### config.mk
export PLATFORM = sky130hd
export DESIGN_NAME = zbt_stream_arbiter
export DESIGN_NICKNAME = d
export VERILOG_FILES = /design/src/rtl/zbt_stream_arbiter_pkg.sv /design/src/rtl/zbt_stream_arbiter_read_tag_pipe.sv /design/src/rtl/zbt_stream_arbiter.sv
export SDC_FILE = /design/constraint.sdc
export NUM_CORES = 1
export LEC_CHECK = 0
export BUFFER_PORTS_ARGS = -buffer_cell sky130_fd_sc_hd__buf_2
export CORE_MARGIN = 5
export CORE_UTILIZATION = 30
export DETAILED_ROUTE_END_ITERATION = 16
export GPL_TIMING_DRIVEN = 0
export SLEW_MARGIN = 20
export SYNTH_ARGS = -nofsm -noshare
export SYNTH_HDL_FRONTEND = slang
export SYNTH_HIERARCHICAL = 1
export SYNTH_SLANG_ARGS = --single-unit
### constraint.sdc
create_clock -name clock -period 4.4 [get_ports clock]
set_input_delay 0 -clock clock [delete_from_list [all_inputs] [get_ports clock]]
set_output_delay 0 -clock clock [all_outputs]
set_load 0.01 [all_outputs]
### src/rtl/zbt_stream_arbiter_pkg.sv
// Shared definitions for the ZBT stream arbiter: default ZBT bus widths and
// the arbitration FSM state encoding.
package zbt_stream_arbiter_pkg;

  localparam int ZBT_ADDR_W = 19;
  localparam int ZBT_DATA_W = 32;

  typedef enum logic [1:0] {
    S_IDLE  = 2'd0,
    S_WRITE = 2'd1,
    S_READ  = 2'd2
  } arb_state_t;

endpackage

### src/rtl/zbt_stream_arbiter_read_tag_pipe.sv
// Read-return path: a RD_LAT-deep valid tag shift register with synchronous
// flush, plus the capture register for ZBT read data. The SRAM is expected to
// present the word RD_LAT-1 cycles after its address; the capture register
// supplies the last cycle so Rd_Data_Valid_O lands RD_LAT cycles after the ack.
module zbt_read_tag_pipe
  import zbt_stream_arbiter_pkg::*;
#(
  parameter int RD_LAT = 2,
  parameter int DATA_W = ZBT_DATA_W
) (
  input  logic              clock,
  input  logic              resetn,
  input  logic              i_flush,
  input  logic              i_tag,
  input  logic [DATA_W-1:0] i_data,
  output logic [DATA_W-1:0] o_data,
  output logic              o_valid
);

  logic [RD_LAT-1:0] r_tag;
  logic [DATA_W-1:0] r_data;

  // Shift issued-read tags toward the output; a flush drops everything in flight
  always_ff @(posedge clock or negedge resetn) begin
    if (!resetn)      r_tag <= '0;
    else if (i_flush) r_tag <= '0;
    else              r_tag <= (r_tag << 1) | RD_LAT'(i_tag);
  end

  // Capture SRAM read data every cycle; the tag says when it is meaningful
  always_ff @(posedge clock or negedge resetn) begin
    if (!resetn) r_data <= '0;
    else         r_data <= i_data;
  end

  assign o_data  = r_data;
  assign o_valid = r_tag[RD_LAT-1];

endmodule

### src/rtl/zbt_stream_arbiter.sv
// Single-port ZBT SRAM controller sharing the SRAM between the Ethernet burst
// writer and the bitstream read buffer. Owns the circular write/read pointers,
// the fill level and the sticky initial-fill flag.
// Optional build macro ZBT_ARB_STATS_EN adds saturating write/read stall
// counters on Stat_Wr_Stall_O / Stat_Rd_Stall_O.
module zbt_stream_arbiter
  import zbt_stream_arbiter_pkg::*;
#(
  parameter int ADDR_W      = ZBT_ADDR_W,
  parameter int DATA_W      = ZBT_DATA_W,
  parameter int WR_BURST    = 16,
  parameter int RD_BURST    = 4,
  parameter int RD_LAT      = 2,
  parameter int HIGH_WM     = (1 << ADDR_W) - 64,
  parameter int FILL_THRESH = 1 << (ADDR_W - 1)
) (
  input  logic              clock,
  input  logic              resetn,
  input  logic              Reset_Address_I,
  input  logic              Wr_Valid_I,
  input  logic [DATA_W-1:0] Wr_Data_I,
  output logic              Wr_Ready_O,
  input  logic              Rd_Req_I,
  output logic              Rd_Ack_O,
  output logic [DATA_W-1:0] Rd_Data_O,
  output logic              Rd_Data_Valid_O,
  output logic [ADDR_W-1:0] ZBT_Address_O,
  output logic [DATA_W-1:0] ZBT_Data_O,
  output logic              ZBT_Write_En_O,
  input  logic [DATA_W-1:0] ZBT_Data_I,
  output logic [ADDR_W:0]   Fill_Level_O,
  output logic              Empty_O,
  output logic              Full_O,
  output logic              Initial_Fill_O
`ifdef ZBT_ARB_STATS_EN
  ,
  output logic [15:0]       Stat_Wr_Stall_O,
  output logic [15:0]       Stat_Rd_Stall_O
`endif
);

  localparam int LVL_W   = ADDR_W + 1;
  localparam int BURST_W = $clog2(((WR_BURST > RD_BURST) ? WR_BURST : RD_BURST) + 1);
  localparam logic [LVL_W-1:0]   DEPTH     = {1'b1, {ADDR_W{1'b0}}};
  localparam logic [BURST_W-1:0] WR_LAST   = BURST_W'(WR_BURST - 1);
  localparam logic [BURST_W-1:0] RD_LAST   = BURST_W'(RD_BURST - 1);
  localparam logic [LVL_W-1:0]   HWM_LVL   = LVL_W'(HIGH_WM);
  localparam logic [LVL_W-1:0]   THRESH    = LVL_W'(FILL_THRESH);

  arb_state_t          r_state;
  logic [BURST_W-1:0]  r_burst;
  // Counters are one bit wider than the pointers so their difference is the level
  logic [LVL_W-1:0]    r_wr_cnt;
  logic [LVL_W-1:0]    r_rd_cnt;
  logic                r_init_fill;

  logic [LVL_W-1:0]    w_level;
  logic                w_empty;
  logic                w_full;
  logic                w_wr_ready;
  logic                w_wr_fire;
  logic                w_rd_ack;
  logic                w_wr_elig;
  logic                w_rd_elig;

  assign w_level    = r_wr_cnt - r_rd_cnt;
  assign w_empty    = (w_level == '0);
  assign w_full     = (w_level == DEPTH);
  // Ready depends only on state and level so the writer can use it combinationally
  assign w_wr_ready = (r_state == S_WRITE) && !w_full && !Reset_Address_I;
  assign w_wr_fire  = w_wr_ready && Wr_Valid_I;
  assign w_rd_ack   = (r_state == S_READ) && Rd_Req_I && !w_empty && !Reset_Address_I;
  // Near the top of the ring a waiting reader gets precedence over the writer
  assign w_wr_elig  = Wr_Valid_I && !w_full && ((w_level < HWM_LVL) || !Rd_Req_I);
  assign w_rd_elig  = Rd_Req_I && !w_empty;

  // Arbitration FSM: bursts are bounded so neither side can starve the other
  always_ff @(posedge clock or negedge resetn) begin
    if (!resetn) begin
      r_state <= S_IDLE;
      r_burst <= '0;
    end else if (Reset_Address_I) begin
      r_state <= S_IDLE;
      r_burst <= '0;
    end else begin
      case (r_state)
        S_IDLE: begin
          r_burst <= '0;
          if (w_wr_elig)      r_state <= S_WRITE;
          else if (w_rd_elig) r_state <= S_READ;
        end
        S_WRITE: begin
          if (w_wr_fire) r_burst <= r_burst + 1'b1;
          if (!Wr_Valid_I || w_full || (w_wr_fire && (r_burst == WR_LAST))) begin
            r_burst <= '0;
            r_state <= w_rd_elig ? S_READ : S_IDLE;
          end
        end
        S_READ: begin
          if (w_rd_ack) r_burst <= r_burst + 1'b1;
          if (!Rd_Req_I || w_empty || (w_rd_ack && (r_burst == RD_LAST))) begin
            r_burst <= '0;
            r_state <= w_wr_elig ? S_WRITE : S_IDLE;
          end
        end
        default: begin
          r_state <= S_IDLE;
          r_burst <= '0;
        end
      endcase
    end
  end

  // Ring pointers and the sticky initial-fill flag
  always_ff @(posedge clock or negedge resetn) begin
    if (!resetn) begin
      r_wr_cnt    <= '0;
      r_rd_cnt    <= '0;
      r_init_fill <= 1'b0;
    end else if (Reset_Address_I) begin
      r_wr_cnt    <= '0;
      r_rd_cnt    <= '0;
      r_init_fill <= 1'b0;
    end else begin
      if (w_wr_fire) r_wr_cnt <= r_wr_cnt + 1'b1;
      if (w_rd_ack)  r_rd_cnt <= r_rd_cnt + 1'b1;
      if (w_level >= THRESH) r_init_fill <= 1'b1;
    end
  end

  zbt_read_tag_pipe #(
    .RD_LAT (RD_LAT),
    .DATA_W (DATA_W)
  ) u_tag_pipe (
    .clock   (clock),
    .resetn  (resetn),
    .i_flush (Reset_Address_I),
    .i_tag   (w_rd_ack),
    .i_data  (ZBT_Data_I),
    .o_data  (Rd_Data_O),
    .o_valid (Rd_Data_Valid_O)
  );

  // With no access in progress the address bus parks on the read pointer
  assign ZBT_Address_O  = w_wr_fire ? r_wr_cnt[ADDR_W-1:0] : r_rd_cnt[ADDR_W-1:0];
  assign ZBT_Data_O     = w_wr_fire ? Wr_Data_I : '0;
  assign ZBT_Write_En_O = w_wr_fire;
  assign Wr_Ready_O     = w_wr_ready;
  assign Rd_Ack_O       = w_rd_ack;
  assign Fill_Level_O   = w_level;
  assign Empty_O        = w_empty;
  assign Full_O         = w_full;
  assign Initial_Fill_O = r_init_fill;

`ifdef ZBT_ARB_STATS_EN
  logic [15:0] r_wr_stall;
  logic [15:0] r_rd_stall;

  // Saturating counts of cycles where a requester was kept waiting
  always_ff @(posedge clock or negedge resetn) begin
    if (!resetn) begin
      r_wr_stall <= '0;
      r_rd_stall <= '0;
    end else if (Reset_Address_I) begin
      r_wr_stall <= '0;
      r_rd_stall <= '0;
    end else begin
      if (Wr_Valid_I && !w_wr_ready && (r_wr_stall != 16'hFFFF))
        r_wr_stall <= r_wr_stall + 16'd1;
      if (Rd_Req_I && !w_rd_ack && (r_rd_stall != 16'hFFFF))
        r_rd_stall <= r_rd_stall + 16'd1;
    end
  end

  assign Stat_Wr_Stall_O = r_wr_stall;
  assign Stat_Rd_Stall_O = r_rd_stall;
`endif

endmodule

Yosys cells after proc, flatten, opt, wreduce, memory -nomap -nowiden
Index checks and enable logic that the tools add are counted.

word-level totals
  register bits after elaboration = 82
  input port bits = 69
  output and inout bits = 110
  logic and storage cells = 75

cells by class
  add/subtract/negate cells = 4
  magnitude comparators = 2
  eq/ne operators = 10
  multiplexer cells = 23
  bitwise logic cells = 1
  reductions and logical operators = 28

operators by type and width
  operator                                                                  count
  20-bit 2-to-1 mux                                                         4
  20-bit by 1-bit adder with 20-bit output (second input constant)          2
  32-bit 2-to-1 mux                                                         1
  5-bit 2-to-1 mux                                                          5
  20-bit == test (second input constant)                                    1
  20-bit by 19-bit >= comparator with 1-bit output (second input constant)  1
  20-bit logical NOT                                                        1
  20-bit by 19-bit < comparator with 1-bit output (second input constant)   1
  20-bit subtractor                                                         1
  19-bit 2-to-1 mux                                                         1
  2-bit 2-to-1 mux                                                          7
  1-bit logical AND                                                         11
  5-bit one-hot mux with 2 select lines                                     1
  3-bit by 2-bit != test with 1-bit output (second input constant)          2
  2-bit one-hot mux with 3 select lines                                     1
  2-bit nonzero test                                                        3
  5-bit by 1-bit adder with 5-bit output (second input constant)            1
  5-bit by 2-bit == test with 1-bit output (second input constant)          1
  5-bit by 4-bit == test with 1-bit output (second input constant)          1
  1-bit logical NOT                                                         5
  1-bit logical OR                                                          5
  4-bit by 2-bit != test with 1-bit output (second input constant)          1
  4-bit by 3-bit != test with 1-bit output (second input constant)          1
  4-bit != test (second input constant)                                     1
  other kinds (7)                                                           9

Logic depth before layout (Yosys ltp)
Gate-level depths: netlist of the first run.

  depth in word-level cells = 11
  gate-level depth with buffers = 15
  depth with buffers taken out = 14

By module
Netlist of the first run, hierarchy kept.

modules (own cells, without submodules)
  module              times used  cells each  area an instance (µm²)  seq. area each (µm²)
  zbt_stream_arbiter  1           563         4386.7                  1201.2
  zbt_read_tag_pipe   1           36          863.3                   850.8

Least setup slack after synthesis of the first run
Ideal clock, no wire load.

  path type = register to register
  start = register r_wr_cnt[0]
  end = register r_state[0]
  library setup time = 0.082 ns
  arrival time = 3.515 ns
  data required time = 4.318 ns
  setup slack = 0.803 ns
  stages on the path, launching flop included = 15
  buffers on the path = 0
  clock period less this slack = 3.597 ns
  cells stage by stage = dfrtp_1 -> inv_1 -> ha_1 -> inv_1 -> fa_1 -> a211oi_2 -> o21ai_2 -> a21o_1 -> xor2_1 -> a211o_1 -> nor4b_2 -> nand3_1 -> a22o_1 -> or4_1 -> a31oi_1

between the ends
  cells in the longest elaborated chain, start to end = 10
  elaborated cells on any way between the ends = 30
  classes of those cells = add/sub: 1; order compare: 1; eq/ne: 4; mux: 5; reduce/logical: 19

ends and longest elaborated chain
  element                                                                                  line                       text
  from (decl)                                                                              zbt_stream_arbiter.sv:53   logic [LVL_W-1:0] r_wr_cnt;
  from (signal assigned)                                                                   zbt_stream_arbiter.sv:125  if (w_wr_fire) r_wr_cnt <= r_wr_cnt + 1'b1;
  20-bit subtractor *                                                                      zbt_stream_arbiter.sv:66   assign w_level = r_wr_cnt - r_rd_cnt;
  named net Fill_Level_O[10]                                                               zbt_stream_arbiter.sv:31   output logic [ADDR_W:0] Fill_Level_O,
  branches (longest 9 deep; another with 20-bit by 19-bit < comparator with 1-bit output)  -
  to (signal assigned)                                                                     zbt_stream_arbiter.sv:96   r_state <= w_rd_elig ? S_READ : S_IDLE;
  to (signal assigned)                                                                     zbt_stream_arbiter.sv:103  r_state <= w_wr_elig ? S_WRITE : S_IDLE;
  to (decl)                                                                                zbt_stream_arbiter.sv:50   arb_state_t r_state;

Mark *: on every way through the listed nets, which the timed path passes. The select of a mux whose other input is x is not followed.
A chain may end at the register's enable or synchronous reset.

Worst setup path in the final report of the first run
  start = register r_wr_cnt[0]
  end = register r_state[0]

between the ends
  cells in the longest elaborated chain, start to end = 10
  elaborated cells on any way between the ends = 30
  classes of those cells = add/sub: 1; order compare: 1; eq/ne: 4; mux: 5; reduce/logical: 19

ends and longest elaborated chain
  element                                                                                  line
  20-bit subtractor *                                                                      zbt_stream_arbiter.sv:66
  branches (longest 9 deep; another with 20-bit by 19-bit < comparator with 1-bit output)  -

Mark *: on every way between the ends. The select of a mux whose other input is x is not followed.

==> run metrics, run 1 <==
status=complete, no violations; total gr overflow=0; CP Max Fanout=5; post-route ant nets=0; area leader, netlist=dfrtp_1; Static Leak=approximately 3.6 nW; Post-Syn Nets=696; Slew Limit Headroom=roughly 47%; Clock Latency Late Sink=340 ps; per-cell routed wire length=15.7 um; register area share after synthesis=between 30% and 40%; core area=17,200 um^2; Layout area overhead=37.4%; die height=142 um; Max-Cap Viols=0; Synth cell types=67; die area=20,200 um^2; DP Area=~6500 um^2; fmax=around 0.24 GHz; number of buffers and inverters on the critical path=2; CP max-delay cell=a2111oi_1; first-pass GRT wire length=roughly 26,000 um; First DRT Iteration DRCs=slightly below 200; final instance area=7220 um^2; min cycle time layout=4200 ps; row cnt=48; DR vias/cell=approximately 4.9; crit end category=flop; Max IR drop VDD=0.225 mV; Arr. time, crit path=4460 ps; RSZ-0062 raised after global routing=false; Worst Skew=5.86 ps; # H-tree levels=3; Clk pin slew, worst setup/hold paths=60 ps; Synth Warn #=6; top post-synthesis cells by area=dfrtp_1 (39%), ha_1 (6.4%), xnor2_1 (5.7%); most common cell in the synthesized netlist=dfrtp_1; CP max stage delay=500 ps; period utilization=a little over nine tenths; pwr dens=325 nW/um^2; Worst Max-Slew Pin Slew=792 ps; worst min path class=primary input to asynchronous set/reset pin; Fin. Hold Viols=0; routed wire length=16,600 um; Initial Util=30.5%; kind of critical path=flop to flop; Fin Setup TNS=0 ps; post-synth top area share=39.1%; number of global-route vias before repair=5,081; # clock sinks=82; Seq cells post-synth=82; top_reg_cell synth=dfrtp_1; Clock Tree Buf Depth=2; Total Power=2.34 mW; crit-path cells=inv_1, ha_1, inv_1, fa_1, xor2_1, or3_1, a2111oi_1, nand4_1, nor4b_2, nand3_1, a22o_1, or4_1, a31oi_1; total number of vias=5,142; final setup vio count=0; final net count=920; Critical Path RT=4660 ps; CTS buffer count=9; diode count=0; clock root buffer=clkbuf_16; Startpoint Class=flop; CTS tree=yes; Syn Std Cell Area=5250 um^2; Post-CTS Setup Repair Bufs=0; Synth async-reset ratio=100%; antenna violations before repair=0; Slew Limit Fails=0; drc violations=0; number of port buffers=178; CP delay by family, top=simple AND/OR/NAND/NOR gates; Most common cell on crit path=inv_1; Commonest cells post-synth=dfrtp_1 (82), nor2_1 (59), nand2_1 (56); Die W=between 100 and 150 um; proportion of layout cells with a drive suffix above 1=27.4%; drt first pass iters=5; Synth Instances=599; Synth Area per Inst=slightly below 9 um^2; IO Pins=around 180; RePlAce Congestion=0.943; overall routing resource usage=16.3%; maximum number of pins on one net before global-route repair=52; Detailed Place HPWL=12,800 um; Post-synth EDFFs=0
[sequential cells by signal (all words and copies together) (netlist names)]
name and flops:
u_tag_pipe/o_data 32, r_rd_cnt 20, r_wr_cnt 20, r_burst 5, r_state 2, u_tag_pipe/r_tag 2
Initial_Fill_O 1
[path summary, 6_finish.rpt]
path | startpoint | end | slack [ps] | depth (start not counted)
max | r_wr_cnt[0] | r_state[0] | 200 | 13
min | resetn | u_tag_pipe/o_data[25] | 140 | 2
max reg2reg | r_wr_cnt[0] | r_state[0] | 200 | 13
min reg2reg | r_burst[0] | r_burst[0] | 460 | 1
max in group asynchronous | resetn | r_rd_cnt[0] | 3670 | 3
min in group clock | Wr_Valid_I | r_wr_cnt[0] | 140 | 4
[layer usage]
| metal | global-route usage (%) | vias up | wire length [um] |
|---|---|---|---|
| met4 | 5.35 | 0 | 398 |
| li1 | - | 2545 | - |
| met1 | 20.6 | 2388 | 7010 |
| met5 | 0 | - | 0 |
| met3 | 4.37 | 24 | 1160 |
| met2 | 27.0 | 185 | 7990 |
[cell type report]
class	count	area (um^2)
clock buffer	11	243
clock inverter	5	125
tap	225	282
buffer	23	105
multi-input combinational	456	3000
inverter	38	143
sequential	82	2050
fill	1696	10000
timing repair buffer	213	1260
[metrics by stage]
| stage | hold WS [ps] | setup WS, ps | util (%) | instances |
|---|---|---|---|---|
| 3_3_place_gp | 107 | 153 | 37.3 | 1002 |
| 3_5_place_dp | -40.5 | 147 | 37.5 | 1003 |
| 6_report | 136 | 204 | 41.9 | 1053 |
| 2_1_floorplan | -296 | 803 | - | 599 |
| 4_1_cts | 130 | 20.7 | 41.6 | 1053 |
| 5_1_grt | 153 | 4.24 | 41.9 | 1053 |
[power by group]
part           switching [mW]  leakage (nW)  internal, mW
clock                   0.295         0.180         0.626
sequential             0.0197          1.07         0.781
combinational           0.379          2.32         0.241
[what timing repair did]
item / CTS / global route
hold buffers: 34 / 0
setup endpoints to repair: 22 / 55
resized for setup: 6 / 22
endpoints found under the hold margin: 116 / 0
pin swaps: 0 / 1
[kinds of logic (layout without fill, tap and decap cells)]
family                   Yosys count  in the layout  share of synthesized area, %
AND/OR/NAND/NOR                  268            268                          26.8
AO/OA/AOI/OAI                    111            111                          14.3
flip-flops                        82             82                          39.1
buffers and inverters             61            290                          4.58
XOR/XNOR                          44             44                          7.48
adder cells (fa/ha/maj)           28             28                          6.82
multiplexers                       5              5                          1.00
[cells in the final DEF (no fill, tap or decap), types with 6 or more instances in the layout]
cell type      synthesis  final
nor3_1                10     10
clkbuf_16              0      9
and3_1                10     10
nand4_1               13     13
xnor2_1               34     34
a211oi_1               7      6
a21o_1                 6      6
nand2_1               56     56
a21oi_1               26     26
xor2_1                 9      9
nand3_1               26     26
o21ai_0               33     24
inv_1                 38     38
nor2_1                59     59
or3_1                 15     15
dlygate4sd3_1          0     34
dfrtp_1               82     81
buf_2                  3    181
ha_1                  27     27
nor4_1                15     13
and2_1                36     36
o21ai_1                4     12
clkbuf_1              19     14
Note: power is estimated with default switching activity, not from simulation.
==> run 2, diff against run 1 <==
Settings changed: BUFFER_PORTS_ARGS -buffer_cell sky130_fd_sc_hd__buf_2 to unset, CORE_MARGIN 5 to 3, DONT_BUFFER_PORTS set to 1.
==> run 2 against run 1 <==
  * Flip-flop and latch count stayed put
  * Wire length fell by 6.3%
  * Clock skew up 5.6 ps
  * Power fell by 7.4%
  * Clock power shrank 13%
  * Fmax grew 0.54%
  * Non-clock buffer count is 175 lower
  * Via count shrank 10%
  * Register-to-register slack improved by 70 ps
  * Die area down 5.5%
  * Core utilization shrank 3.9 points
  * Critical endpoint is now ZBT_Address_O[4]
  * Largest power group is now sequential cells
==> run metrics, run 2 (synthesis results as in run 1) <==
crit end category=output pin; kind of critical path=flop to output pin; max reg flops=32; row cnt=47; Worst Max-Slew Pin Slew=824 ps; switch share=32.0%; CP max-delay cell=nor4_2; Max IR drop VDD=about 0.17 mV; final cell count without fillers=approximately 900; CTS tree=yes; Clk pin slew, worst setup/hold paths=70 ps; Fin Setup TNS=0 ps; final setup vio count=0; Max-Cap Viols=0; Detailed Place HPWL=11,700 um; DR vias/cell=~5.3; r2r startpoint=r_wr_cnt[0]; Setup WS post-layout=around 230 ps; RePlAce Congestion=0.908; Clock Latency Late Sink=340 ps; First DRT Iteration DRCs=242; FF-to-FF setup slack=~270 ps; Startpoint Class=flop; clock root buffer=clkbuf_16; core area=~17,000 um^2; die area=19,100 um^2; CP max stage delay=510 ps; CP Max Fanout=10; drc violations=0; Slew Limit Headroom=between 40 and 50%; # H-tree levels=3; routed wire length=15,500 um; worst min path class=primary input to flop; # clock sinks=82; crit-path cells=inv_1, ha_1, inv_1, fa_1, a211oi_4, o21a_1, nor3_1, nor3_1, inv_1, nor4_2, a41o_4, nor2_4, clkbuf_2, o21ai_1; Arr. time, crit path=4170 ps; per-cell routed wire length=about 18 um; Fin. Hold Viols=0; Hold Crit Start=Wr_Valid_I; cell-internal power=1.47 mW; total number of vias=4,620; pwr dens=339 nW/um^2; clock power share=36.9%; Worst Skew=11.4 ps; status=complete, no violations; min cycle time layout=~4200 ps; post-route ant nets=0; worst hold stages=3; reg2reg end=r_state[0]; Clock Tree Buf Depth=2; overall routing resource usage=15.6%; total gr overflow=0; IO Pins=179; Slew Limit Fails=0; proportion of layout cells with a drive suffix above 1=between 9 and 10%; die height=138 um; CTS buffer count=9; Layout area overhead=21.9%; Initial Util=a little under a third; period utilization=a little over nine tenths; end of the worst hold path=r_wr_cnt[2]; Die W=138 um; Logic pwr share=25.7%; fmax=about 0.24 GHz; first-pass GRT wire length=24,100 um; Static Leak=2.77 nW; most common cell after layout, fill and taps aside=dfrtp_1; drt first pass iters=4; post-placement cell count=a little over 800; worst slack, placed=roughly 24 ps; maximum number of pins on one net before global-route repair=83; Flop pwr share=37.5%; Critical Path Start=r_wr_cnt[0]; commonest non-fill, non-tap cells in the layout=dfrtp_1 (82), nor2_1 (59), nand2_1 (56), inv_1 (38); number of global-route vias before repair=around 4.4k; net switching power=0.693 mW; diode count=0; final net count=746; Critical Path RT=4400 ps; number of port buffers=0; reg2reg path depth=14; antenna violations before repair=0; Hold WS=~18 ps; Most common cell on crit path=inv_1
[run 2: changes by cell type in the layout (fill, tap and decap cells not counted), sizes merged]
cell         previous run  this run
bufinv                  4         1
nor2                   60        61
buf                   184         6
clkbuf                 29        32
clkinvlp                0         2
dlygate4sd3            34        36
clkinv                  1         0
[run 2: critical path: cells and delay by family (launching register included)]
kind            cells  cell delay (ps)
fa+ha+maj           2              640
flops               1              430
buf+inv             4              590
simple gates        4              920
compound gates      4             1250
[run 2: what timing repair did]
item                                    in CTS  in global routing
endpoints found under the setup margin      51                 61
cloned                                       0                  1
endpoints found under the hold margin      121                  0
pin swaps                                    0                  3
setup buffers                                0                  1
resized for setup                           23                 31
hold buffers                                37                  0
[run 2: worst max path at each step]
stage | endpoint | slack, ps | cells after the start
after CTS | ZBT_Address_O[1] | -40 | 14
after floorplan | r_state[0] | 800 | 14
after global placement | ZBT_Address_O[10] | -9 | 12
final | ZBT_Address_O[4] | 230 | 14
after detailed placement | ZBT_Address_O[10] | 20 | 13
after global routing | ZBT_Address_O[4] | -60 | 14
[run 2: layout make-up]
cell class | instances | area [um^2]
fillers | 1662 | 10500
flip-flops and latches | 82 | 2050
inverters | 38 | 143
plain buffers | 23 | 106
repair buffers | 38 | 395
multi-input cells | 457 | 3110
clock buffers | 13 | 280
well taps | 220 | 275
clock inverters | 3 | 45.0
[run 2: metal layers]
layer / global-route usage (%) / vias up / share of wire [%]
met4: 5.98 / 0 / 3.1
met5: 0 / - / 0
met3: 4.14 / 30 / 7.1
li1: - / 2203 / -
met2: 25.2 / 197 / 48
met1: 20.0 / 2190 / 42
[run 2: power by group through the flow]
| stage | clock, mW | combinational, mW | sequential, mW |
|---|---|---|---|
| floorplan | 0 | 0.336 | 0.818 |
| global placement | 0 | 0.455 | 0.827 |
| detailed placement | 0 | 0.454 | 0.826 |
| CTS | 0.821 | 0.505 | 0.813 |
| global route | 0.855 | 0.606 | 0.817 |
| finish | 0.799 | 0.556 | 0.812 |
[run 2: per-stage QoR]
stage / utilization [%] / power (mW) / cell area (um^2)
2_1_floorplan: - / 1.15 / 5250
3_3_place_gp: 32.7 / 1.28 / 5530
3_5_place_dp: 32.8 / 1.28 / 5530
4_1_cts: 37.1 / 2.14 / 6270
5_1_grt: 37.9 / 2.28 / 6400
6_report: 37.9 / 2.17 / 6400
==> run 3, diff against run 2 <==
Clock period 4.4 ns to 5.1 ns, I/O delays scaled along.
==> run 3 against run 2 <==
  * Non-clock buffer count decreased by 1
  * Worst hold slack gained 1.7 ps
  * Sequential share of layout area rose by 0.81 points
  * Combinational power fell by 22%
  * Power down 16%
  * Critical path type unchanged
  * Largest cell class unchanged
==> run metrics, run 3 (synthesis results as in run 1) <==
Critical Path RT=5100 ps; DP Area=5530 um^2; Layout area overhead=18.9%; CP max stage delay=620 ps; fillers=roughly 1.7k; cell-internal power=1.25 mW; proportion of layout cells with a drive suffix above 1=under 10%; final net count=744; routed wire length=around 15,000 um; drc violations=0; end of the worst hold path=r_wr_cnt[2]; Fin Setup TNS=0 ps; Max-Cap Viols=0; Arr. time, crit path=4740 ps; die height=between 100 and 150 um; r2r startpoint=r_wr_cnt[0]; crit-path cells=inv_1, ha_1, inv_1, fa_1, a211oi_2, o21ai_2, a21o_1, a211oi_1, nor4_1, a41o_1, nor2_2, clkbuf_1, o21ai_0; number of port buffers=0; reg2reg end=r_state[0]; number of buffers and inverters on the critical path=3; Worst Max-Slew Pin Slew=about 830 ps; CP max-delay cell=a211oi_1; Final Util=between 30% and 40%; stages on the worst setup path=13; Detailed Place HPWL=11,700 um; Logic pwr share=roughly a quarter; commonest non-fill, non-tap cells in the layout=dfrtp_1 (82), nor2_1 (59), nand2_1 (56), inv_1 (38); core area=16,900 um^2; Die W=approximately 140 um; Worst Skew=9.85 ps; crit end category=output pin; CP Max Fanout=10; Register Area=2050 um^2; CTS buffer count=9; number of global-route vias before repair=4,390; row cnt=47; maximum number of pins on one net before global-route repair=83; total number of vias=4,564; clock power share=between 30% and 40%; # clock sinks=82; Initial Util=31.1%; per-cell routed wire length=17.4 um; clock root buffer=clkbuf_16; Critical Path Start=r_wr_cnt[0]; Clk pin slew, worst setup/hold paths=roughly 60 ps; CP delay by family, top=compound AO/OA/AOI/OAI gates; kind of critical path=flop to output pin; most common cell after layout, fill and taps aside=dfrtp_1; final setup vio count=0; Hold Crit Start=Wr_Valid_I; worst min path class=primary input to flop; Multi-input gate area=between 2000 and 3000 um^2; max reg flops=32; Slew Limit Headroom=43.9%; Post-CTS Setup Repair Bufs=0; net switching power=roughly 0.57 mW; RSZ-0062 raised after global routing=false; status=complete, no violations; DR vias/cell=5.23; Max IR drop VDD=about 0.15 mV; # H-tree levels=3; IO Pins=179; total gr overflow=0; antenna violations before repair=0; post-route ant nets=0; Hold WS=20.1 ps; diode count=0; drt first pass iters=7; first-pass GRT wire length=24,000 um; reg2reg path depth=14; switch share=31.3%; worst hold stages=3; FF-to-FF setup slack=slightly below 800 ps; final instance area=6240 um^2; Fin. Hold Viols=0; die area=19,100 um^2; CTS tree=yes; period utilization=92.9%; fmax=0.211 GHz; pwr dens=292 nW/um^2; Flop pwr share=between 30% and 40%; First DRT Iteration DRCs=217; RePlAce Congestion=roughly 0.91; Static Leak=around 2.7 nW; Startpoint Class=flop; Clock Tree Buf Depth=2; min cycle time layout=4740 ps; overall routing resource usage=15.5%; Clock Latency Late Sink=340 ps; Most common cell on crit path=inv_1; Slew Limit Fails=0
run 3: cell count changes in the layout (fill, tap and decap cells not counted), sizes merged:
cell,previous run,this run
nor2,61,60
buf,6,5
run 3: worst max path at each step:
stage	end	slack, ps
after CTS	ZBT_Address_O[10]	340
after detailed placement	ZBT_Address_O[10]	720
after global routing	ZBT_Address_O[12]	3
final	ZBT_Address_O[10]	360
after floorplan	r_state[0]	1500
after global placement	ZBT_Address_O[10]	690
run 3: what timing repair did:
action,4_1_cts,5_1_grt
gates resized for setup,0,0
hold endpoints to repair,121,0
hold buffers,37,0
run 3: cell type report:
type / count / share of cell area [%]
multi-input cells: 456 / 47.5
flip-flops and latches: 82 / 32.9
clock inverters: 3 / 0.721
repair buffers: 37 / 6.21
well taps: 220 / 4.41
inverters: 38 / 2.28
clock buffers: 13 / 4.49
plain buffers: 23 / 1.56
run 3: tightest hold or removal path, delay by kind of cell:
kind	cells	cell delay, ps
xor gates and xnor gates	1	60
and+or+nand+nor	2	250
run 3: power by group through the flow:
stage               clock network, mW  logic [mW]  registers, mW
global placement                    0       0.392          0.713
floorplan                           0       0.290          0.706
global route                    0.738       0.477          0.705
CTS                             0.708       0.432          0.702
detailed placement                  0       0.392          0.713
finish                          0.688       0.432          0.701
run 3: through the flow:
step	instances	total power, mW	setup slack [ps]
2_1_floorplan	599	0.996	1500
3_3_place_gp	819	1.11	691
3_5_place_dp	819	1.10	724
4_1_cts	872	1.84	339
5_1_grt	872	1.92	2.87
6_report	872	1.82	362
run 3: routing by layer:
| layer | routed length (um) | GRT usage [%] |
|---|---|---|
| met5 | 0 | 0 |
| met1 | 6400 | 19.9 |
| met4 | 414 | 6.55 |
| met2 | 7230 | 24.8 |
| met3 | 1120 | 4.14 |
